==> src/rtl/sva_result_collector.sv <==
// rtl/sva_result_collector.sv - verdict counters, first-failure capture and timestamped record FIFO for the SVA checker
//
// Purpose:
//   Collects succ/fail/lazy verdict strobes from the SVA FSM checker.
//   Keeps saturating verdict counters and a drop counter.
//   Captures the gclk period of the first accepted failure.
//   Buffers each non-empty verdict as {mask, period_stamp} in a FIFO that is drained via valid/ready.
//   Optional macro SVA_STOP_ON_FAIL_EN adds a HALT state. The first accepted failure freezes collection and the period counter.
//
// Ports:
//   sys_clk, sys_rst            only clock; synchronous active-high reset
//   clr                         soft clear of counters, fail info and FIFO (period kept)
//   grst                        user reset level; holds period at 0 and blocks events
//   gclk_posedge_flag           one pulse per user-clock rising edge, advances period
//   evt_valid, evt_succ,
//   evt_fail, evt_lazy          verdict strobe and flags
//   rec_valid, rec_ready,
//   rec_data                    record FIFO head {fail, succ, lazy, period_stamp}
//   succ_cnt, fail_cnt,
//   lazy_cnt, drop_cnt          saturating counters
//   fail_seen, first_fail_period  sticky first-failure info
//   period                      current gclk period count (wraps)

module sva_result_collector #(
  parameter int CNT_WIDTH    = 16,
  parameter int PERIOD_WIDTH = 16,
  parameter int FIFO_DEPTH   = 8
) (
  input  logic                    sys_clk,
  input  logic                    sys_rst,
  input  logic                    clr,
  input  logic                    grst,
  input  logic                    gclk_posedge_flag,
  input  logic                    evt_valid,
  input  logic                    evt_succ,
  input  logic                    evt_fail,
  input  logic                    evt_lazy,
  output logic                    rec_valid,
  input  logic                    rec_ready,
  output logic [PERIOD_WIDTH+2:0] rec_data,
  output logic [CNT_WIDTH-1:0]    succ_cnt,
  output logic [CNT_WIDTH-1:0]    fail_cnt,
  output logic [CNT_WIDTH-1:0]    lazy_cnt,
  output logic [CNT_WIDTH-1:0]    drop_cnt,
  output logic                    fail_seen,
  output logic [PERIOD_WIDTH-1:0] first_fail_period,
  output logic [PERIOD_WIDTH-1:0] period
);

  localparam int AW    = $clog2(FIFO_DEPTH);
  localparam int REC_W = PERIOD_WIDTH + 3;

`ifdef SVA_STOP_ON_FAIL_EN
  typedef enum logic [1:0] {ST_HOLD = 2'd0, ST_RUN = 2'd1, ST_HALT = 2'd2} state_t;
`else
  typedef enum logic [1:0] {ST_HOLD = 2'd0, ST_RUN = 2'd1} state_t;
`endif

  state_t state;

  logic [REC_W-1:0] mem [FIFO_DEPTH];
  // One extra pointer bit distinguishes full from empty when the index bits match.
  logic [AW:0]      wr_ptr;
  logic [AW:0]      rd_ptr;

  logic [2:0] mask;
  logic       fifo_empty;
  logic       fifo_full;
  logic       accept;
  logic       pop;
  logic       push;
  logic       drop;
  logic       period_frozen;

  localparam logic [AW:0]        PTR_ONE = {{AW{1'b0}}, 1'b1};
  localparam logic [CNT_WIDTH-1:0] CNT_ONE = {{(CNT_WIDTH-1){1'b0}}, 1'b1};
  localparam logic [PERIOD_WIDTH-1:0] PER_ONE = {{(PERIOD_WIDTH-1){1'b0}}, 1'b1};

  function automatic logic [CNT_WIDTH-1:0] sat_inc(input logic [CNT_WIDTH-1:0] v, input logic en);
    return (en && (v != {CNT_WIDTH{1'b1}})) ? v + CNT_ONE : v;
  endfunction

  assign mask       = {evt_fail, evt_succ, evt_lazy};
  assign fifo_empty = (wr_ptr == rd_ptr);
  assign fifo_full  = (wr_ptr[AW] != rd_ptr[AW]) && (wr_ptr[AW-1:0] == rd_ptr[AW-1:0]);

  // State is the registered value, so an event in the cycle grst rises is still accepted.
  assign accept = (state == ST_RUN) && evt_valid && (mask != 3'b000) && !clr;
  assign pop    = !fifo_empty && rec_ready;
  // A full FIFO still takes a push when the head leaves in the same cycle.
  assign push   = accept && (!fifo_full || pop);
  assign drop   = accept && fifo_full && !pop;

  assign rec_valid = !fifo_empty;
  assign rec_data  = mem[rd_ptr[AW-1:0]];

`ifdef SVA_STOP_ON_FAIL_EN
  assign period_frozen = (state == ST_HALT);
`else
  assign period_frozen = 1'b0;
`endif

  // Period counter ignores clr; in HALT it freezes and grst has no effect.
  always_ff @(posedge sys_clk) begin
    if (sys_rst) begin
      period <= '0;
    end else if (!period_frozen) begin
      if (grst) begin
        period <= '0;
      end else if (gclk_posedge_flag) begin
        period <= period + PER_ONE;
      end
    end
  end

  always_ff @(posedge sys_clk) begin
    if (sys_rst) begin
      state             <= ST_HOLD;
      succ_cnt          <= '0;
      fail_cnt          <= '0;
      lazy_cnt          <= '0;
      drop_cnt          <= '0;
      fail_seen         <= 1'b0;
      first_fail_period <= '0;
      wr_ptr            <= '0;
      rd_ptr            <= '0;
      for (int i = 0; i < FIFO_DEPTH; i++) begin
        mem[i] <= '0;
      end
    end else if (clr) begin
      state             <= grst ? ST_HOLD : ST_RUN;
      succ_cnt          <= '0;
      fail_cnt          <= '0;
      lazy_cnt          <= '0;
      drop_cnt          <= '0;
      fail_seen         <= 1'b0;
      first_fail_period <= '0;
      wr_ptr            <= '0;
      rd_ptr            <= '0;
    end else begin
      case (state)
        ST_HOLD: begin
          if (!grst) state <= ST_RUN;
        end
        ST_RUN: begin
          if (grst) begin
            state <= ST_HOLD;
`ifdef SVA_STOP_ON_FAIL_EN
          end else if (accept && evt_fail) begin
            state <= ST_HALT;
`endif
          end
        end
`ifdef SVA_STOP_ON_FAIL_EN
        ST_HALT: begin
          state <= ST_HALT;
        end
`endif
        default: state <= ST_HOLD;
      endcase

      if (accept) begin
        succ_cnt <= sat_inc(succ_cnt, evt_succ);
        fail_cnt <= sat_inc(fail_cnt, evt_fail);
        lazy_cnt <= sat_inc(lazy_cnt, evt_lazy);
        if (evt_fail && !fail_seen) begin
          fail_seen         <= 1'b1;
          first_fail_period <= period;
        end
      end

      if (drop) begin
        drop_cnt <= sat_inc(drop_cnt, 1'b1);
      end

      if (push) begin
        mem[wr_ptr[AW-1:0]] <= {mask, period};
        wr_ptr              <= wr_ptr + PTR_ONE;
      end

      if (pop) begin
        rd_ptr <= rd_ptr + PTR_ONE;
      end
    end
  end

endmodule

==> config.mk <==
export PLATFORM = sky130hd
export DESIGN_NAME = sva_result_collector
export DESIGN_NICKNAME = d
export VERILOG_FILES = /design/src/rtl/sva_result_collector.sv
export SDC_FILE = /design/constraint.sdc
export NUM_CORES = 1
export LEC_CHECK = 0
export ABC_AREA = 1
export ABC_CLOCK_PERIOD_IN_PS = 5800
export CAP_MARGIN = 30
export CORE_MARGIN = 2
export CORE_UTILIZATION = 50
export CTS_CLUSTER_SIZE = 16
export DETAILED_ROUTE_END_ITERATION = 6
export PLACE_DENSITY = 0.72
export RECOVER_POWER = 100
export SLEW_MARGIN = 10
export SYNTH_ARGS = -nofsm -noshare
export SYNTH_HDL_FRONTEND = slang
export SYNTH_SLANG_ARGS = --single-unit
==> constraint.sdc <==
create_clock -name sys_clk -period 5.8 [get_ports sys_clk]
set_clock_uncertainty 0.15 [all_clocks]
set_input_delay 1.16 -clock sys_clk [delete_from_list [all_inputs] [get_ports sys_clk]]
set_output_delay 1.16 -clock sys_clk [all_outputs]
set_load 0.01 [all_outputs]
==> results of run 1 <==
-- synth_stat cells, types with 2 or more instances --
library cell    n  area [um2]
inv_1          74         278
o32ai_1        38         333
buf_2          24         120
o21a_1          2        15.0
nand4_1        17         106
nor2_4          2        22.5
nor3_1         16        80.1
nand2_1       284        1070
buf_1           7        26.3
a21oi_1        91         455
buf_6           4        45.0
xnor2_1        12         105
nor2_1        364        1370
nor2_2          3        18.8
nand2_2         5        31.3
nand3_1        54         270
dfxtp_1       109        2180
ha_1            7        87.6
xor2_1         26         228
inv_2           5        18.8
clkbuf_1       37         139
clkinv_1       15        56.3
edfxtp_1      152        4560
o21ai_0        75         375
-- path summary, 6_finish.rpt --
path                              from                         to  slack (ns)  depth (start not counted)
max reg2reg     wr_ptr[0]$_SDFFE_PP0P_    mem[0][7]$_SDFFCE_PN0P_        1.87                         10
min          fail_cnt[14]$_SDFFE_PP0P_  fail_cnt[14]$_SDFFE_PP0P_        0.34                          2
min reg2reg  fail_cnt[14]$_SDFFE_PP0P_  fail_cnt[14]$_SDFFE_PP0P_        0.34                          2
max                          flip-flop               rec_data[17]        0.92                          7
-- per-stage QoR --
step           total power (uW)  area, um2  hold slack (ns)  instances
6_report                   3900      14300            0.340       1867
5_1_grt                    4010      14300            0.366       1867
4_1_cts                    3920      14400            0.346       1866
3_5_place_dp               2180      13500            0.334       1814
3_3_place_gp               2170      13500            0.312       1814
2_1_floorplan              2120      12000            0.321       1430
-- worst min-delay path, delay by kind of cell, from the launching register on --
family / cells / cell delay, ns
DFF: 1 / 0.32
and+or+nand+nor: 1 / 0.06
AOI/OAI and AO/OA: 1 / 0.06
-- state kept, by name (all words and copies together) (netlist names), named ones only --
| signal | count |
|---|---|
| wr_ptr | 4 |
| drop_cnt | 16 |
| fail_seen | 1 |
| period | 16 |
| state | 1 |
| fail_cnt | 16 |
| succ_cnt | 16 |
| mem | 152 |
| lazy_cnt | 16 |
| rd_ptr | 4 |
| first_fail_period | 16 |
-- power by group through the flow --
stage	logic, uW	registers (uW)	clock network [uW]
after floorplan	73.9	2050	0
after global placement	124	2050	0
after detailed placement	127	2050	0
after CTS	127	2010	1780
after global routing	135	2010	1860
final	123	2010	1770
-- cell families (layout without fill, tap and decap cells) --
kind of cell | count (synthesis) | after routing | share of synthesized area, %
adders and majority gates | 7 | 7 | 0.727
buffers and inverters | 167 | 285 | 5.74
AOI/OAI and AO/OA | 208 | 208 | 9.90
and+or+nand+nor | 749 | 749 | 24.8
DFF | 261 | 261 | 56.0
xor gates and xnor gates | 38 | 38 | 2.76
-- routing by layer --
metal  vias to the layer above  track usage (%)  wire length (um)
met5                         -                0                 0
met4                         0             6.12               635
met3                        42             4.32              2040
met2                       354             38.4             14000
met1                      4706             31.8             13500
li1                       4926                -                 -
-- area by class of cell --
cell class                 count  area (um2)  area share (%)
timing repair buffer         139        1340            9.35
clock buffer                  38         779            5.43
inverter                      94         353            2.46
tap                          319         399            2.78
sequential                   261        6750            47.0
clock inverter                14         136           0.951
multi-input combinational   1002        4590            32.0
==> metrics.yaml, run 1 <==
fp-row-count: 56
hold_path.class: "reg -> reg"
required_ns: 4.49
pre_cts_ws_ns: 1.17
wl_per_cell_um: 16.2
start_kind: "flip-flop"
crit_top_cell: "nand2_1"
path_buf_inv: 3
power.switching_uw: 834
fp.dieH_um: 159
grt_max_degree: 77
start_util_pct: 51.1
rsz0062_at_grt: "no"
syn_nets: 1447
ctsHoldBuffers: 0
critPathTopFamily: "buffers and inverters"
synth.distinct_cells: 31
num_antenna_cells: 0
ys.flop_type: "edfxtp_1"
crit_arrival_ns: 3.57
clk_pin_slew_ns: 0.06
finalHoldViolations: 0
layout_common_cells: "nor2_1, nand2_1, edfxtp_1, dlygate4sd3_1, dfxtp_1"
finalWeightedCongestion: 0.872
cts-buffers-inserted: 28
layout_setup_ws_ns: 0.918
cts_tree: "done"
ctsResizeCount: 0
failed_checks: "capacitance limit, slew limit"
cellPowerDensity_mw_per_mm2: 272
p_int_uw: 3070
firstDrtPassIters: 5
power_leakage_uw: 0.00542
netlist_area_mm2: 0.0120
period_share_pct: 84.2
cp_max_fo: 48
first_iter_violations: 875
gr-total-overflow: 0
grt_pass1_wl_um: 48600
layout-drive-gt1-share_pct: 4.07
maxSlewHeadroom_pct: -19.3
fin_util_pct: 60.9
wirelength_um: 30200
seqPwrFrac_pct: 51.6
final_common_cell: "nor2_1"
htreeDepth: 1
insertion_delay_ns: 0.55
vias: 10000
fillers: 2101
core_area_mm2: 0.0235
grt_pass1_vias: 9472
layout.nets: 1543
worstMarginPinSlew_ns: 1.79
max_stage_delay_ns: 1.04
sw_frac_of_total_pct: 21.4
run_status: "complete, but fails checks"
p_comb_share_pct: 3.2
critical_path.cell_chain: "inv_1, buf_4, nor2_1, o32ai_1, nand2_1, nand2_1, dlygate4sd3_1"
ctsLongestPathBuffers: 3
ios: 127
syn_inst: 1430
grt_use_total_pct: 23.3
yosysWarnings: 0
timing.fmax_ghz: 0.205
endpoint_kind: "primary output"
cts_root_buf: "clkbuf_16"
synth_edf_count: 152
clkPwrFrac_pct: 45.3
detail-route-antenna-nets: 0
setup_violations: 0
crit_path_top_delay_cell: "inv_1"
antenna_found_initial: 0
seq_area_frac_synth_pct: 56.0
post_drt_via_cell_ratio: 5.37
syn_avg_cell_area_um2: 8.42
io_buffers: 126
ys_ff_latch: 261
crit_type: "reg -> out"
die_area_mm2: 0.0253
dieWidth_um: 159
fin_crit_ns: 4.88
slew_violations: 76
post_cts_buffers: 0
drcViolationCount: 0
fin_setup_tns_ns: 0
clkSinkCount: 261
syn_to_final_growth_pct: 19.1
synth_async_sr_flop_share_pct: 0
dpl.hpwl_um: 19900
cap_violations: 3
vdd_drop_max_v: 0.000206
(Power assumes the default switching activity.)
==> run 2: changes to the inputs <==
Settings changed: ABC_CLOCK_PERIOD_IN_PS 5800 to 5100.
Clock period 5.8 ns to 5.1 ns, I/O delays scaled along.
==> run 2 against run 1 <==
Against the previous run:
- worst hold slack worse by 0.0042 ns
- global-route usage is 0.11 points higher
- routed wire length is 0.82% higher
- the run still ends with capacitance limit, slew limit left
- core utilization is 0.72 points higher
- clock power is 34% higher
- via count is 0.98% lower
- first-iteration DRC count is 14% lower
- register-to-register slack worse by 0.59 ns
- highest routed layer unchanged
- die area stayed put
- sequential cell count stayed put
- critical path depth stayed put
==> metrics.yaml, run 2 (synthesis gave the netlist of run 1 again) <==
crit_arrival_ns: 3.42  # -0.15 ns
vias: 9930  # -0.98%
detail-route-antenna-nets: 0  # unchanged
largest_reg_flops: 152  # unchanged
insertion_delay_ns: 0.55  # about the same
grt_use_total_pct: 23.4  # +0.11 points
ios: 127  # unchanged
die_area_mm2: 0.0253  # unchanged
dieWidth_um: 159  # unchanged
final_common_cell: "nor2_1"
post_dp_cell_area_mm2: 0.0135  # +0.11%
period_share_pct: 90.0
cts-buffers-inserted: 28  # unchanged
start_util_pct: 51.1  # unchanged
io_buffers: 126  # unchanged
fin_setup_tns_ns: 0  # unchanged
power_leakage_uw: 0.00550  # +1.5%
dp_cells: 1816  # +0.11%
crit_type: "reg -> out"
post_cts_buffers: 0  # unchanged
slew_violations: 41  # -46%
core_area_mm2: 0.0235  # unchanged
finalWeightedCongestion: 0.863  # -1.1%
syn_to_final_growth_pct: 20.6
ctsHoldBuffers: 0  # unchanged
final_cell_area_mm2: 0.0145  # +1.2%
run_status: "complete, but fails checks"
rsz0062_at_grt: "no"
grt_pass1_wl_um: 48800  # +0.41%
top_register: "mem"
ctsResizeCount: 0  # unchanged
cap_violations: 1  # -2
grt_pass1_vias: 9393  # -0.83%
dpl.hpwl_um: 20200  # +1.7%
layout.nets: 1544  # +0.065%
timing.fmax_ghz: 0.218
grt_max_degree: 77  # unchanged
fp.dieH_um: 159  # unchanged
antenna_found_initial: 0  # unchanged
clk_pin_slew_ns: 0.06  # about the same
num_antenna_cells: 0  # unchanged
min_from: "fail_cnt[14]$_SDFFE_PP0P_"
crit-reg2reg-launch: "wr_ptr[0]$_SDFFE_PP0P_"
cp_max_fo: 48  # unchanged
setup_violations: 0  # unchanged
gr-total-overflow: 0  # unchanged
failed_checks: "capacitance limit, slew limit"
ctsLongestPathBuffers: 3  # unchanged
wirelength_um: 30500  # +0.82%
cts_root_buf: "clkbuf_16"
fillers: 2057  # -2.1%
worstMarginPinSlew_ns: 1.85  # +0.0629 ns
hold_path.class: "reg -> reg"
first_iter_violations: 753  # -14%
layout-drive-gt1-share_pct: 4.52  # +0.45 points
layout_common_cells: "nor2_1, nand2_1, edfxtp_1, dlygate4sd3_1, dfxtp_1"
layout.cells.non_filler: 1868  # +0.054%
endpoint_kind: "primary output"
cellPowerDensity_mw_per_mm2: 331  # +22%
required_ns: 3.93  # -0.56 ns
fp-row-count: 56  # unchanged
cts_tree: "done"
finalHoldViolations: 0  # unchanged
firstDrtPassIters: 7  # +2
start_kind: "flip-flop"
fin_crit_ns: 4.59
maxSlewHeadroom_pct: -23.5  # -4.2 points
wl_per_cell_um: 16.3  # +0.77%
drcViolationCount: 0  # unchanged
clkSinkCount: 261  # unchanged
htreeDepth: 1  # unchanged
pre_cts_ws_ns: 0.939  # -0.233 ns
layout_setup_ws_ns: 0.509  # -0.409 ns
post_drt_via_cell_ratio: 5.32  # -1.0%
vdd_drop_max_v: 0.000257  # +25%
## run 2: metal layers
layer	track usage, %	wire length (um)	vias up
li1	-	-	4930
met1	31.9	13600	4662
met2	38.6	14100	297
met3	4.53	2060	41
met4	6.07	661	0
met5	0	0	-
## run 2: area by class of cell
class                           count  area (um2)  area share, %
Timing Repair Buffer              140        1320           9.12
Clock buffer                       37         808           5.57
Inverter                           94         353           2.43
Clock inverter                     15         287           1.97
Tap cell                          319         399           2.75
Multi-Input combinational cell   1002        4600           31.7
Sequential cell                   261        6750           46.5
## run 2: power by group
group,internal (uW),switching (uW)
logic,42.7,95.2
clock network,1520,854
registers,2270,18.1
## run 2: through the flow
step,hold WS (ns),util (%),total power [uW]
2_1_floorplan,0.321,-,2410
3_3_place_gp,0.313,57.2,2470
3_5_place_dp,0.325,57.2,2480
4_1_cts,0.337,61.9,4820
5_1_grt,0.374,61.7,4920
6_report,0.336,61.7,4800
## run 2: worst paths after layout
kind	slack, ns	endpoint	cells past startpoint
hold / removal	0.34	fail_cnt[14]$_SDFFE_PP0P_	2
setup reg to reg	1.28	mem[3][10]$_SDFFCE_PN0P_	10
setup / recovery	0.51	rec_data[2]	7
hold reg to reg	0.34	fail_cnt[14]$_SDFFE_PP0P_	2
## run 2: worst max-delay path, stage by stage, from the launching register on
cell	delay [ns]
dfxtp_2	0.32
inv_2	0.37
clkbuf_2	0.86
nor2_1	0.10
o32ai_1	0.39
nand2_1	0.10
nand2_1	0.10
dlygate4sd3_1	0.61
